`config.mk`:
```
export PLATFORM = sky130hd
export DESIGN_NAME = flag_cond_unit_flat
export DESIGN_NICKNAME = d
export VERILOG_FILES = /design/src/rtl/flag_cond_pkg.sv /design/src/rtl/flag_cond_if.sv /design/src/rtl/flag_cond_eval.sv /design/src/rtl/flag_cond_unit.sv /design/src/flat_wrapper.sv
export SDC_FILE = /design/constraint.sdc
export NUM_CORES = 1
export LEC_CHECK = 0
export ABC_AREA = 1
export CAP_MARGIN = 20
export CORE_MARGIN = 4
export CORE_UTILIZATION = 48
export DETAILED_ROUTE_END_ITERATION = 7
export GPL_TIMING_DRIVEN = 0
export PLACE_DENSITY = 0.81
export SETUP_SLACK_MARGIN = 0.05
export SYNTH_ARGS = -nofsm -noshare
export SYNTH_HDL_FRONTEND = slang
export SYNTH_HIERARCHICAL = 1
export SYNTH_SLANG_ARGS = --single-unit
```
`constraint.sdc`:
```
create_clock -name clk -period 3.9 [get_ports clk]
set_input_delay 0.39 -clock clk [delete_from_list [all_inputs] [get_ports clk]]
set_output_delay 0.39 -clock clk [all_outputs]
set_load 0.02 [all_outputs]
```
`src/rtl/flag_cond_pkg.sv`:
```
// flag_cond_pkg: flag bit positions, condition codes and FSM encoding for flag_cond_unit
package flag_cond_pkg;
  localparam int FLG_LT = 3;
  localparam int FLG_EQ = 2;
  localparam int FLG_LTS = 1;
  localparam int FLG_V = 0;
  typedef enum logic [2:0] {
    COND_EQ = 3'd0,
    COND_NE = 3'd1,
    COND_LT = 3'd2,
    COND_GE = 3'd3,
    COND_LE = 3'd4,
    COND_GT = 3'd5,
    COND_VS = 3'd6,
    COND_AL = 3'd7
  } cond_e;
  typedef enum logic [1:0] {
    IDLE = 2'd0,
    WAIT = 2'd1,
    RESP = 2'd2
  } state_e;
endpackage

```
`src/rtl/flag_cond_if.sv`:
```
// flag_cond_if: compare-issue, flag-write, branch request and result signals of flag_cond_unit
interface flag_cond_if;
  logic cmp_issue, cmp_ready, flags_we;
  logic [3:0] flags_in, flags_q;
  logic br_valid, br_ready;
  logic [2:0] br_cond;
  logic res_valid, res_ready, res_taken;
  modport master (
    output cmp_issue, flags_we, flags_in, br_valid, br_cond, res_ready,
    input cmp_ready, flags_q, br_ready, res_valid, res_taken
  );
  modport slave (
    input cmp_issue, flags_we, flags_in, br_valid, br_cond, res_ready,
    output cmp_ready, flags_q, br_ready, res_valid, res_taken
  );
endinterface

```
`src/rtl/flag_cond_eval.sv`:
```
// flag_cond_eval: combinational condition-code evaluation over a 4-bit compare flag word
module flag_cond_eval
  import flag_cond_pkg::*;
(
  input  logic [2:0] cond,
  input  logic [3:0] flags,
  output logic       taken
);
  logic [7:0] t;
  logic unused_lts;
  assign unused_lts = flags[FLG_LTS];
  always_comb begin
    t = '0;
    t[COND_EQ] = flags[FLG_EQ];
    t[COND_NE] = ~flags[FLG_EQ];
    t[COND_LT] = flags[FLG_LT];
    t[COND_GE] = ~flags[FLG_LT];
    t[COND_LE] = flags[FLG_LT] | flags[FLG_EQ];
    t[COND_GT] = ~flags[FLG_LT] & ~flags[FLG_EQ];
    t[COND_VS] = flags[FLG_V];
    t[COND_AL] = 1'b1;
    taken = t[cond];
  end
endmodule

```
`src/rtl/flag_cond_unit.sv`:
```
// flag_cond_unit: flag capture, pending-compare scoreboard and branch-condition FSM.
// Define FLAG_BYPASS_EN to forward flags_in into evaluation when the last pending compare completes.
module flag_cond_unit
  import flag_cond_pkg::*;
#(
  parameter int MAX_PEND = 4,
  parameter logic [3:0] FLAGS_RST = 4'b0000
) (
  input logic clk,
  input logic rst,
  flag_cond_if.slave bus
);
  localparam int PW = $clog2(MAX_PEND + 1);
  logic [PW-1:0] pending;
  logic [3:0] flags_r;
  logic [2:0] cond_q, cond_sel;
  logic res_r, issue, accept, bypass, take, take_q;
  state_e state, state_n;
  assign issue = bus.cmp_issue & bus.cmp_ready;
  assign accept = (state == IDLE) & bus.br_valid;
  assign bus.cmp_ready = pending < PW'(MAX_PEND);
  assign bus.flags_q = flags_r;
  assign bus.res_taken = res_r;
  // flags_we with nothing pending is a protocol error: counter holds at zero
  always_ff @(posedge clk) begin
    if (rst) pending <= '0;
    else if (issue & ~bus.flags_we) pending <= pending + PW'(1);
    else if (~issue & bus.flags_we & (pending != '0)) pending <= pending - PW'(1);
  end
  always_ff @(posedge clk) begin
    if (rst) flags_r <= FLAGS_RST;
    else if (bus.flags_we) flags_r <= bus.flags_in;
  end
  assign cond_sel = (state == IDLE) ? bus.br_cond : cond_q;
  flag_cond_eval u_eval (.cond(cond_sel), .flags(flags_r), .taken(take_q));
`ifdef FLAG_BYPASS_EN
  logic take_b;
  flag_cond_eval u_byp (.cond(cond_q), .flags(bus.flags_in), .taken(take_b));
  assign bypass = (state == WAIT) & bus.flags_we & (pending == PW'(1)) & ~issue;
  assign take = bypass ? take_b : take_q;
`else
  assign bypass = 1'b0;
  assign take = take_q;
`endif
  always_ff @(posedge clk) begin
    if (rst) state <= IDLE;
    else state <= state_n;
  end
  always_comb begin
    state_n = state;
    if (state == IDLE) state_n = bus.br_valid ? (((pending == '0) | (bus.br_cond == COND_AL)) ? RESP : WAIT) : IDLE;
    else if (state == WAIT) state_n = ((pending == '0) | bypass) ? RESP : WAIT;
    else state_n = bus.res_ready ? IDLE : RESP;
  end
  always_comb begin
    bus.br_ready = state == IDLE;
    bus.res_valid = state == RESP;
  end
  always_ff @(posedge clk) begin
    if (rst) begin
      cond_q <= '0;
      res_r <= 1'b0;
    end else begin
      if (accept) cond_q <= bus.br_cond;
      if ((state != RESP) & (state_n == RESP)) res_r <= take;
    end
  end
endmodule

```
`src/flat_wrapper.sv`:
```
// flat-port wrapper written by rule: the top's interface ports become plain ports
module flag_cond_unit_flat import flag_cond_pkg::*;
#(
  parameter int MAX_PEND = 4,
  parameter logic [3:0] FLAGS_RST = 4'b0000
)
  (clk, rst, bus_cmp_issue, bus_flags_we, bus_flags_in, bus_br_valid, bus_br_cond, bus_res_ready, bus_cmp_ready, bus_flags_q, bus_br_ready, bus_res_valid, bus_res_taken);
  flag_cond_if bus_i ();
  input logic clk;
  input logic rst;
  input wire logic [$bits(bus_i.cmp_issue)-1:0] bus_cmp_issue;
  input wire logic [$bits(bus_i.flags_we)-1:0] bus_flags_we;
  input wire logic [$bits(bus_i.flags_in)-1:0] bus_flags_in;
  input wire logic [$bits(bus_i.br_valid)-1:0] bus_br_valid;
  input wire logic [$bits(bus_i.br_cond)-1:0] bus_br_cond;
  input wire logic [$bits(bus_i.res_ready)-1:0] bus_res_ready;
  output wire logic [$bits(bus_i.cmp_ready)-1:0] bus_cmp_ready;
  output wire logic [$bits(bus_i.flags_q)-1:0] bus_flags_q;
  output wire logic [$bits(bus_i.br_ready)-1:0] bus_br_ready;
  output wire logic [$bits(bus_i.res_valid)-1:0] bus_res_valid;
  output wire logic [$bits(bus_i.res_taken)-1:0] bus_res_taken;
  assign bus_i.cmp_issue = bus_cmp_issue;
  assign bus_i.flags_we = bus_flags_we;
  assign bus_i.flags_in = bus_flags_in;
  assign bus_i.br_valid = bus_br_valid;
  assign bus_i.br_cond = bus_br_cond;
  assign bus_i.res_ready = bus_res_ready;
  assign bus_cmp_ready = bus_i.cmp_ready;
  assign bus_flags_q = bus_i.flags_q;
  assign bus_br_ready = bus_i.br_ready;
  assign bus_res_valid = bus_i.res_valid;
  assign bus_res_taken = bus_i.res_taken;
  flag_cond_unit #(.MAX_PEND(MAX_PEND), .FLAGS_RST(FLAGS_RST)) u_core (.clk(clk), .rst(rst), .bus(bus_i));
endmodule
```
==> metrics.md <==
| Metric | Value |
|---|---|
| Status | `finished clean` |
| Bufs and invs on worst path | `1` |
| Initial Utilization | `0.525` |
| Inserted Diodes | `0` |
| Drt first-iter violations | `9` |
| Flop2flop setup slack | `2280 ps` |
| Critical Path RT | `3510 ps` |
| Syn Area/Cell | `6.82 um2` |
| R2R depth | `13` |
| CTS sink count | `13` |
| Antenna violations before repair | `0` |
| Area leader, netlist | `dfxtp_1` |
| WL per Instance | `11.0 um` |
| Post-synthesis instance area | `709 um2` |
| Fin worst setup slack | `1950 ps` |
| Vias after detailed routing | `707` |
| Synth Flop Type | `dfxtp_1` |
| Slowest stage delay, CP | `660 ps` |
| Post-synth top area share | `0.367` |
| Cell Rows | `13` |
| Worst hold start | `u_core/cond_q[2]` |
| Post-Synthesis Cells | `104` |
| Setup total negative slack | `0 ps` |
| RR Endpoint | `u_core/bus.res_taken` |
| Bufs on Longest Clock Path | `2` |
| Antenna viol nets, final | `0` |
| H-tree depth | `1` |
| Worst slack, placed | `1980 ps` |
| CORE AREA | `1350 um2` |
| Worst min-delay path endpoint | `u_core/cond_q[2]` |
| Seq cells post-synth | `13` |
| Layout cells sized above 1 | `0.164` |
| Post-CTS sizing | `0` |
| Synth warn | `6` |
| CTS tree | `built` |
| Clock transition at path regs | `80 ps` |
| Rel. slew slack | `0.814` |
| Seq/Total Area, Yosys | `0.367` |
| Post-CTS setup buffer count | `0` |
| Crit end category | `output port` |
| Die Area | `2160 um2` |
| Largest net degree at the start of global routing | `10` |
| Crit-path leading delay family | `buffers and inverters` |
| Hold depth | `2` |
| CP cell instances | `nor2_4 > clkdlybuf4s50_1` |
| Pwr Density | `506 nW/um2` |
| Total grt overflow | `0` |
| Vias per cell | `4.94` |
| RSZ-0062 raised after global routing | `false` |
| Max Clk Rate | `512 MHz` |
| Slowest cell on crit path | `clkdlybuf4s50_1` |
| Final Hold Fails | `0` |
| RD Place Congestion | `0.794` |
| Async SR Flop Fraction | `0` |
| Clock root buffer | `clkbuf_4` |
| Setup violators final | `0` |
| Yosys cell types | `20` |
| Part of the cycle the worst path needs | `0.501` |
| Drt pass-1 iters | `4` |
| Final slew viol count | `0` |
| Slew @ Worst Pin | `277 ps` |
| Tot Pwr | `483 uW` |
| Max VDD drop | `0.000312 V` |
| MaxCap Viol Count | `0` |
| Crit path kind | `reg -> out` |
| Hpwl dp | `1240 um` |
| Clock skew | `2.44 ps` |
| Die height | `46.4 um` |
| P_leak | `0.426 nW` |
| Clock Latency Late Sink | `270 ps` |
| Post-synth top cells | `20 x nand2_1, 14 x nor2_1, 13 x dfxtp_1` |
| Net Count, Synth | `118` |
| Synth area leaders | `dfxtp_1 37%, nand2_1 11%, nor2_1 7.4%, inv_1 5.3%, a21oi_1 4.9%` |
| Hold Crit Class | `reg -> reg` |
| I/O Buffers | `20` |
| Total CTS buffers | `3` |
| Post-synth EDFFs | `0` |
| Post-CTS Hold Fix Bufs | `0` |
| Layout net count | `143` |
| Area grow syn2layout | `34.6%` |
| Startpoint types | `flop` |
| First-pass GRT wire length | `2530 um` |
| Die W | `46.4 um` |
| Total track usage | `0.165` |
| # DRC | `0` |
| Io pins | `21` |
| Crit path time final | `1950 ps` |
| Number of global-route vias before repair | `638` |
| Reg-to-reg critical path startpoint | `u_core/state[1]` |
| Critical path arrival | `1560 ps` |
| CP Max Fanout | `9` |
| Drt total wl | `1580 um` |
| Most frequent cell after synthesis | `nand2_1` |
## kinds of logic (layout without fill, tap and decap cells)
logic type      after synthesis  in the layout  synth area share
compound gates               21             21             0.166
fa+ha+maj                     1              1            0.0282
buf+inv                      16             40            0.0847
flops                        13             13             0.367
simple gates                 53             53             0.354
## routing by layer
layer,up-vias,share of wire,global-route usage
met5,-,0,0
met4,0,0.0082,0.0852
met3,2,0.028,0.0234
met2,5,0.51,0.277
met1,320,0.46,0.200
li1,380,-,-
## layout by cell type (no fill, tap or decap)
cell / Yosys / layout
a21boi_2: 1 / 1
nand3_2: 1 / 1
clkinv_1: 1 / 1
nand4_1: 1 / 1
a211oi_1: 1 / 1
nand2_2: 5 / 5
nor2_1: 14 / 14
fa_1: 1 / 1
inv_2: 5 / 5
nand2_1: 20 / 20
o21ai_0: 5 / 5
o21ai_1: 6 / 6
nor2_2: 3 / 3
inv_1: 10 / 10
clkbuf_4: 0 / 3
nand3_1: 7 / 7
a21oi_2: 1 / 1
nor2_4: 1 / 1
a21oi_1: 7 / 7
clkdlybuf4s50_1: 0 / 20
clkbuf_1: 0 / 1
nand2_4: 1 / 1
dfxtp_1: 13 / 13
## per-stage QoR
stage	cell area, um2	utilization	hold slack, ps	instances
after global routing	955	0.707	492	143
final	955	0.707	452	143
after detailed placement	928	0.688	446	139
after floorplan	709	-	430	104
after CTS	955	0.707	459	143
after global placement	928	0.688	440	139
## how the worst max path moves through the flow
| stage | depth (start not counted) | startpoint | to | slack, ps |
|---|---|---|---|---|
| 6_report | 2 | u_core/state[1] | bus_br_ready | 1950 |
| 5_1_grt | 2 | u_core/state[1] | bus_br_ready | 1890 |
| 4_1_cts | 2 | u_core/state[1] | bus_br_ready | 1930 |
| 3_5_place_dp | 8 | bus_flags_we | u_core/pending[2] | 1980 |
| 3_3_place_gp | 8 | bus_flags_we | u_core/pending[2] | 2020 |
| 2_1_floorplan | 13 | u_core/state[1] | u_core/bus.res_taken | 2410 |
## area by class of cell
cell class / count / area (um2)
flip-flops and latches: 13 / 260
inverters: 16 / 60.1
multi-input cells: 75 / 389
repair buffers: 20 / 200
fillers: 116 / 395
well taps: 15 / 18.8
clock buffers: 4 / 26.3
## worst reg2reg max path, delay by kind of cell, from the launching register on
family / cells / cell delay, ps
AO/OA/AOI/OAI: 1 / 160
buffers and inverters: 2 / 140
flip-flops: 1 / 370
AND/OR/NAND/NOR: 10 / 890
## where the power goes
part	total (mW)	internal, mW	switching [mW]
clock network	0.0837	0.0396	0.0441
logic	0.224	0.0923	0.131
registers	0.176	0.156	0.0194
total	0.483	0.288	0.195
## state kept, by name (all words and copies together) (netlist names)
| name | count |
|---|---|
| u_core/pending | 3 |
| u_core/bus.flags_q | 4 |
| u_core/state | 2 |
| u_core/bus.res_taken | 1 |
| u_core/cond_q | 3 |
(Power assumes the default switching activity.)
